**src/rtl/logic_op_defs.sv**
```systemverilog
// Shared definitions for the logic-op arbiter: opcode map and FSM state encoding.
package logic_op_defs;

    localparam logic [2:0] OP_AND  = 3'b000;
    localparam logic [2:0] OP_OR   = 3'b001;
    localparam logic [2:0] OP_NAND = 3'b010;
    localparam logic [2:0] OP_NOR  = 3'b011;
    localparam logic [2:0] OP_NOTB = 3'b100;
    localparam logic [2:0] OP_XOR  = 3'b101;
    localparam logic [2:0] OP_XNOR = 3'b110;
    localparam logic [2:0] OP_RSVD = 3'b111;

    typedef enum logic [1:0] {
        ST_IDLE = 2'b00,
        ST_EXEC = 2'b01,
        ST_DONE = 2'b10
    } state_t;

endpackage

```
**src/rtl/logic_op_unit.sv**
```systemverilog
// Combinational bitwise logic-op datapath shared by both requesters.
// Ports:
//   op  - 3-bit opcode
//   a,b - WIDTH-bit operands (a ignored for NOT-b)
//   y   - WIDTH-bit bitwise result (0 for the reserved opcode)
//   err - high when the reserved opcode is presented
module logic_op_unit
    import logic_op_defs::*;
#(
    parameter int unsigned WIDTH = 8
) (
    input  logic [2:0]       op,
    input  logic [WIDTH-1:0] a,
    input  logic [WIDTH-1:0] b,
    output logic [WIDTH-1:0] y,
    output logic             err
);

    // Opcode decode; anything outside the defined map flags an error.
    always_comb begin
        y   = '0;
        err = 1'b0;
        case (op)
            OP_AND:  y = a & b;
            OP_OR:   y = a | b;
            OP_NAND: y = ~(a & b);
            OP_NOR:  y = ~(a | b);
            OP_NOTB: y = ~b;
            OP_XOR:  y = a ^ b;
            OP_XNOR: y = ~(a ^ b);
            default: begin
                y   = '0;
                err = 1'b1;
            end
        endcase
    end

endmodule

```
**src/rtl/logic_op_arbiter.sv**
```systemverilog
// Round-robin arbiter sharing one logic-op unit between two requesters.
// Ports:
//   clk, rst            - clock, asynchronous active-high reset
//   req0/op0/a0/b0      - requester 0 request and operation
//   req1/op1/a1/b1      - requester 1 request and operation
//   gnt0, gnt1          - one-cycle capture pulses (during EXEC)
//   result/res_id/res_err - registered result, owner, reserved-op flag
//   res_valid           - one-cycle result qualifier (during DONE)
//   busy                - high whenever not IDLE
module logic_op_arbiter
    import logic_op_defs::*;
#(
    parameter int unsigned WIDTH = 8
) (
    input  logic             clk,
    input  logic             rst,
    input  logic             req0,
    input  logic [2:0]       op0,
    input  logic [WIDTH-1:0] a0,
    input  logic [WIDTH-1:0] b0,
    output logic             gnt0,
    input  logic             req1,
    input  logic [2:0]       op1,
    input  logic [WIDTH-1:0] a1,
    input  logic [WIDTH-1:0] b1,
    output logic             gnt1,
    output logic [WIDTH-1:0] result,
    output logic             res_valid,
    output logic             res_id,
    output logic             res_err,
    output logic             busy
);

    state_t           state_q, state_d;
    logic [2:0]       op_q, op_d;
    logic [WIDTH-1:0] a_q, a_d;
    logic [WIDTH-1:0] b_q, b_d;
    logic             last_id_q, last_id_d;
    logic             gnt0_q, gnt0_d;
    logic             gnt1_q, gnt1_d;
    logic [WIDTH-1:0] result_q, result_d;
    logic             res_valid_q, res_valid_d;
    logic             res_id_q, res_id_d;
    logic             res_err_q, res_err_d;
    logic             busy_q, busy_d;
    logic             winner_c;
    logic [WIDTH-1:0] y_c;
    logic             err_c;

    logic_op_unit #(.WIDTH(WIDTH)) u_unit (
        .op  (op_q),
        .a   (a_q),
        .b   (b_q),
        .y   (y_c),
        .err (err_c)
    );

    // On a tie the requester that did not win last time is chosen.
    assign winner_c = (req0 && req1) ? ~last_id_q : req1;

    // Next-state and output logic.
    always_comb begin
        state_d     = state_q;
        op_d        = op_q;
        a_d         = a_q;
        b_d         = b_q;
        last_id_d   = last_id_q;
        gnt0_d      = 1'b0;
        gnt1_d      = 1'b0;
        result_d    = result_q;
        res_valid_d = 1'b0;
        res_id_d    = res_id_q;
        res_err_d   = res_err_q;
        busy_d      = 1'b0;
        case (state_q)
            ST_IDLE: begin
                if (req0 || req1) begin
                    state_d   = ST_EXEC;
                    last_id_d = winner_c;
                    busy_d    = 1'b1;
                    if (winner_c) begin
                        op_d   = op1;
                        a_d    = a1;
                        b_d    = b1;
                        gnt1_d = 1'b1;
                    end else begin
                        op_d   = op0;
                        a_d    = a0;
                        b_d    = b0;
                        gnt0_d = 1'b1;
                    end
                end
            end
            ST_EXEC: begin
                state_d     = ST_DONE;
                result_d    = y_c;
                res_err_d   = err_c;
                res_id_d    = last_id_q;
                res_valid_d = 1'b1;
                busy_d      = 1'b1;
            end
            ST_DONE: begin
                state_d = ST_IDLE;
            end
            default: begin
                state_d = ST_IDLE;
            end
        endcase
    end

    // State and output registers.
    always_ff @(posedge clk or posedge rst) begin
        if (rst) begin
            state_q     <= ST_IDLE;
            op_q        <= 3'b000;
            a_q         <= '0;
            b_q         <= '0;
            last_id_q   <= 1'b1;
            gnt0_q      <= 1'b0;
            gnt1_q      <= 1'b0;
            result_q    <= '0;
            res_valid_q <= 1'b0;
            res_id_q    <= 1'b0;
            res_err_q   <= 1'b0;
            busy_q      <= 1'b0;
        end else begin
            state_q     <= state_d;
            op_q        <= op_d;
            a_q         <= a_d;
            b_q         <= b_d;
            last_id_q   <= last_id_d;
            gnt0_q      <= gnt0_d;
            gnt1_q      <= gnt1_d;
            result_q    <= result_d;
            res_valid_q <= res_valid_d;
            res_id_q    <= res_id_d;
            res_err_q   <= res_err_d;
            busy_q      <= busy_d;
        end
    end

    assign gnt0      = gnt0_q;
    assign gnt1      = gnt1_q;
    assign result    = result_q;
    assign res_valid = res_valid_q;
    assign res_id    = res_id_q;
    assign res_err   = res_err_q;
    assign busy      = busy_q;

endmodule

```
**config.mk**
```make
export PLATFORM = sky130hd
export DESIGN_NAME = logic_op_arbiter
export DESIGN_NICKNAME = d
export VERILOG_FILES = /design/src/rtl/logic_op_defs.sv /design/src/rtl/logic_op_unit.sv /design/src/rtl/logic_op_arbiter.sv
export SDC_FILE = /design/constraint.sdc
export NUM_CORES = 1
export LEC_CHECK = 0
export ABC_CLOCK_PERIOD_IN_PS = 2500
export CAP_MARGIN = 40
export CORE_MARGIN = 4
export CORE_UTILIZATION = 30
export DETAILED_ROUTE_END_ITERATION = 12
export GPL_TIMING_DRIVEN = 0
export PLACE_DENSITY = 0.6
export SETUP_SLACK_MARGIN = 0.3
export SLEW_MARGIN = 20
export SYNTH_ARGS = -nofsm -noshare
export SYNTH_HDL_FRONTEND = slang
export SYNTH_HIERARCHICAL = 1
export SYNTH_SLANG_ARGS = --single-unit
```
**constraint.sdc**
```tcl
create_clock -name clk -period 2.5 [get_ports clk]
set_input_delay 0.25 -clock clk [delete_from_list [all_inputs] [get_ports clk]]
set_output_delay 0.25 -clock clk [all_outputs]
set_load 0.01 [all_outputs]
```
Word level (Yosys, flattened, before mapping)
Cells that the tools add are included.
{ "word_totals": {"ff_bits": 36, "in_bits": 42, "out_inout_bits": 14, "wordCells": 51} }
{ "op_classes": {"eq_ne": 8, "n_mux": 17, "bitwise_logic": 8, "reduce_logical": 6} }
{ "ops": {"columns": ["operator", "n"], "rows": [
  ["one-hot mux 8 bit (7 select lines)", 1],
  ["inverter 8 bit", 4],
  ["two-way mux 8 bit", 2],
  ["two-way mux 1 bit", 10],
  ["== test 3 bit, second input constant", 3],
  ["bitwise AND 8 bit", 1],
  ["OR 8 bit", 1],
  ["bitwise XOR 8 bit", 1],
  ["OR reduction 7 bit", 1],
  ["== test 3 x 2 -> 1 bit, second input constant", 2],
  ["one-hot mux 2 bit (2 select lines)", 1],
  ["== test 3 x 1 -> 1 bit, second input constant", 1],
  ["logical NOT 3 bit", 1],
  ["two-way mux 3 bit", 1],
  ["== test 2 x 1 -> 1 bit, second input constant", 1],
  ["logical NOT 2 bit", 1],
  ["two-way mux 2 bit", 1],
  ["!= test 2 bit, second input constant", 1],
  ["one-hot mux 1 bit (2 select lines)", 1],
  ["AND reduction 2 bit", 1],
  ["logical AND 1 bit", 1],
  ["logical OR 1 bit", 1],
  ["inverter 1 bit", 1]
]} }

Longest topological paths before layout
{ "logic_depth": {"ltp_word": 5, "ltp_mapped": 7, "mapped_depth_nobuf": 7} }

By module
The synthesis kept the hierarchy.
{ "by_module_without_submodules": {"columns": ["module", "instances", "cells_each", "area_per_inst_um2", "seq_area_each_um2"], "rows": [
  ["logic_op_arbiter", 1, 121, 1696.6, 902.1],
  ["logic_op_unit", 1, 92, 784.5, 0.0]
]} }

Worst setup path before layout
No wires, ideal clock.
{ "synth_timing": {"path_kind": "reg2reg", "start": "register b_q[3]", "end": "register result_q[3], in the netlist result[3]", "setup_time_ns": 0.118, "t_arrival_ns": 1.403, "t_required_ns": 2.382, "slack_ns": 0.979, "path_stages_with_launch": 7, "period_less_slack_ns": 1.521, "cell_sequence": "dfrtp_1 > inv_1 > ha_1 > and2b_2 > mux4_2 > nand2_1 > nand2_1"} }
{ "synth_via": {"elab_chain_cells": 3} }
{ "synth_lines": {"columns": ["element", "line_no", "rtl"], "rows": [
  ["from (decl)", "logic_op_arbiter.sv:37", "logic [WIDTH-1:0] b_q, b_d;"],
  ["from (signal assigned)", "logic_op_arbiter.sv:117", "b_q <= '0;"],
  ["from (signal assigned)", "logic_op_arbiter.sv:130", "b_q <= b_d;"],
  ["bitwise XOR 8 bit (tied with other cells)", "logic_op_unit.sv:29, logic_op_unit.sv:30", null],
  ["inverter 8 bit, on equally long branches", "logic_op_unit.sv:30, logic_op_unit.sv:26, logic_op_unit.sv:27", null],
  ["one-hot mux 8 bit (7 select lines) (*)", "logic_op_unit.sv:23", "case (op)"],
  ["named net y_c[3]", "logic_op_arbiter.sv:47", "logic [WIDTH-1:0] y_c;"],
  ["to (signal assigned)", "logic_op_arbiter.sv:134", "result_q <= result_d;"],
  ["to (decl)", "logic_op_arbiter.sv:41", "logic [WIDTH-1:0] result_q, result_d;"]
]} }
Mark *: on every way through the listed nets, which the timed path passes. The rest lies on a longest branch.
A chain may end at the register's enable or synchronous reset.

Worst setup path in the final report
{ "layout_timing": {"start": "register a_q[3]", "end": "register result_q[3], in the netlist result[3]"} }
{ "layout_via": {"elab_chain_cells": 3} }
{ "layout_lines": {"columns": ["element", "line_no", "rtl"], "rows": [
  ["from (decl)", "logic_op_arbiter.sv:36", "logic [WIDTH-1:0] a_q, a_d;"],
  ["from (signal assigned)", "logic_op_arbiter.sv:116", "a_q <= '0;"],
  ["from (signal assigned)", "logic_op_arbiter.sv:129", "a_q <= a_d;"],
  ["bitwise XOR 8 bit (tied with other cells)", "logic_op_unit.sv:29, logic_op_unit.sv:30", null],
  ["inverter 8 bit, on equally long branches", "logic_op_unit.sv:30, logic_op_unit.sv:26, logic_op_unit.sv:27", null],
  ["one-hot mux 8 bit (7 select lines) (*)", "logic_op_unit.sv:23", null],
  ["named net y_c[3]", "logic_op_arbiter.sv:47", null]
]} }
Marked as above.

==> qor.txt <==
status - finished, final reports clean
max-slew violations - 0
post-route clock skew - 0.00760 ns
Hold Path Class - in -> async
sw frac - 36.2%
Period minus WS final - 1.66 ns
Sum Neg Setup Slack - 0 ns
die width - 98.9 µm
initial core utilization - 31.5%
Fin. Hold Viols - 0
Setup violations, final - 0
grt total ovfl - 0
Max Fclk - 0.603 GHz
CTS root buffer - clkbuf_8
Cell Area, Synth - 0.00248 mm²
Seq pwr share - 27.9%
row cnt - 32
Reg clk slew, reported paths - 0.08 ns
CP cell instances - inv_1, ha_1, and2b_2, mux4_2, nand2_1, nand2_1
Clock power frac - 13.2%
WHS - 0.282 ns
Mapped Cells - 213
Comb pwr share - 59.0%
Hold-fix buffers, CTS - 0
YS warnings - 6
CP required - 2.68 ns
Yosys top cell area share - 35.3%
CP peak stage delay - 0.49 ns
Filler cells - 772
Synthesized Nets - 271
Routed WL - 4730 µm
critical setup path kind - reg -> reg
Skew-Pair Late Insertion Delay - 0.29 ns
CTS resizes - 0
worst-path fanout max - 3
Placer Congestion - 0.767
Max clock buf depth - 2
DR vias/cell - 4.35
hpwl dp - 3590 µm
Die Span Y - 98.9 µm
CP max-delay cell - mux4_2
IO Pins - 56
Peak supply drop - 0.403 mV
critical path arrival - 1.84 ns
Area growth, synth to finish - 32.6%
area leader, netlist - dfrtp_1
Syn Area/Cell - 11.6 µm²
number of global-route vias before repair - 1601
most used cell, CP - nand2_1
Leak Pwr - 1.56 nW
Reg2Reg Depth - 6
initial antenna violation count - 0
Die Footprint - 0.00979 mm²
CTS tree - yes
Setup Buffers After CTS - 0
IO buf count - 55
Post-route DRC - 0
largest net degree at the start of global routing - 37
first-pass GRT wire length - 7640 µm
RSZ-0062 raised after global routing - no
nets@finish - 334
relative slew slack - 73.2%
crit start category - flip-flop
Synth area leaders - dfrtp_1 (35%), mux2_4 (22%), ha_1 (8.1%)
Core Box Area - 0.00789 mm²
Pint - 2.51 mW
#FFs+latches synth - 36
Net Sw Power - 1.43 mW
register area share after synthesis - 36.4%
All-Layer GR Usage - 9.73%
drt wl/cell - 12.5 µm
Pre-Repair DR Iteration Count - 4
via count - 1647
critical path capture point type - flip-flop
DR iter-0 viols - 42
clk sink count - 36
Antenna Cells - 0
cts bufs inserted - 5
Final period util - 66.3%
Netlist cell types - 37
max cap viols - 0
measured slew at the worst slew-check pin - 0.402 ns
ANT nets after route - 0
PwrDens - 1200 mW/mm²
layout cells sized above 1 - 24.5%
H-Tree Depth - 2
-- through the flow --
step | instances | utilization (%) | cell area [µm²] | total power [mW] | setup WS (ns)
after floorplan | 213 | - | 2480 | 2.82 | 0.979
after global placement | 370 | 40.1 | 3160 | 3.38 | 0.618
after detailed placement | 370 | 40.1 | 3160 | 3.45 | 0.615
after CTS | 378 | 41.5 | 3270 | 3.99 | 0.824
after global routing | 379 | 41.7 | 3290 | 4.26 | 0.779
final | 379 | 41.7 | 3290 | 3.94 | 0.843
-- cell usage after synthesis (all sizes together) --
| master | number |
|---|---|
| mux4 | 5 |
| and2 | 1 |
| mux2 | 38 |
| nor3 | 4 |
| dfrtp | 35 |
| nor4 | 2 |
| nor2 | 4 |
| o21ba | 1 |
| nor4b | 1 |
| and2b | 1 |
| o32ai | 1 |
| clkinv | 1 |
| dfstp | 1 |
| nand2 | 30 |
| nand4bb | 1 |
| mux2i | 5 |
| o311a | 1 |
| a21oi | 1 |
| nand2b | 6 |
| a21bo | 1 |
| xor2 | 5 |
| a41oi | 1 |
| ha | 16 |
| nand3 | 1 |
| o221ai | 1 |
| xnor2 | 5 |
| o21ai | 3 |
| o21bai | 1 |
| buf | 11 |
| o41ai | 1 |
| inv | 20 |
| nor2b | 8 |
-- path summary, 6_finish.rpt --
kind	to	startpoint	slack, ns
min in group clk	result[7]$_DFFE_PP0N_	result[7]$_DFFE_PP0N_	0.48
max in group asynchronous	last_id_q$_DFFE_PP1P_	rst	1.97
min	res_id$_DFFE_PP0N_	rst	0.28
min reg2reg	result[7]$_DFFE_PP0N_	result[7]$_DFFE_PP0N_	0.48
max	result[3]$_DFFE_PP0N_	a_q[3]$_DFFE_PP0P_	0.84
max reg2reg	result[3]$_DFFE_PP0N_	a_q[3]$_DFFE_PP0P_	0.84
-- final cells by class --
| class | count | area [µm²] | share of cell area (%) |
|---|---|---|---|
| Tap cell | 102 | 128 | 3.88 |
| Sequential cell | 36 | 902 | 27.4 |
| Clock inverter | 3 | 42.5 | 1.29 |
| Clock buffer | 5 | 68.8 | 2.09 |
| Inverter | 21 | 78.8 | 2.40 |
| Timing Repair Buffer | 56 | 571 | 17.3 |
| Buffer | 11 | 95.1 | 2.89 |
| Multi-Input combinational cell | 145 | 1410 | 42.7 |
-- per-layer routing --
metal	GRT usage [%]	part of all wire (%)
met3	2.41	5.1
met5	0	0
met4	3.47	0.93
met2	15.2	45
met1	13.1	49
-- placed cells by master, fill, tap and decap left out, drive strengths merged, types with 3 or more instances in the layout --
master,instances
xor2,5
dfrtp,35
mux2i,5
inv,20
mux4,5
nand2,30
mux2,38
buf,12
ha,16
clkdlybuf4s50,55
nor3,4
clkbuf,5
nor2,4
nand2b,6
xnor2,5
nor2b,8
o21ai,3
-- logic make-up after synthesis --
| kind of cell | after synthesis | share of synthesized area (%) |
|---|---|---|
| AND/OR/NAND/NOR | 59 | 11.8 |
| XOR/XNOR | 10 | 3.53 |
| flip-flops | 36 | 36.4 |
| buffers and inverters | 32 | 7.01 |
| AO/OA/AOI/OAI | 12 | 3.98 |
| multiplexers | 48 | 29.2 |
| adder cells (fa/ha/maj) | 16 | 8.07 |
-- registers in the layout, summed over array words and instances, names as in the netlist --
register	flops
state_q	2
b_q	8
gnt1	1
last_id_q	1
op_q	3
res_id	1
res_valid	1
res_err	1
busy	1
a_q	8
gnt0	1
result	8
-- critical path, delay by kind of cell, from the launching register on --
kind / cells / cell delay [ns]
DFF: 1 / 0.38
buffers and inverters: 1 / 0.06
and+or+nand+nor: 3 / 0.32
adders and majority gates: 1 / 0.30
muxes: 1 / 0.49
-- power groups by stage --
stage	Clock [mW]	Combinational, mW	Sequential [mW]
4_1_cts	0.537	2.35	1.10
6_report	0.518	2.32	1.10
3_3_place_gp	0	2.27	1.11
2_1_floorplan	0	1.72	1.10
3_5_place_dp	0	2.34	1.11
5_1_grt	0.561	2.56	1.14
Power figures use the tool's default switching activity.
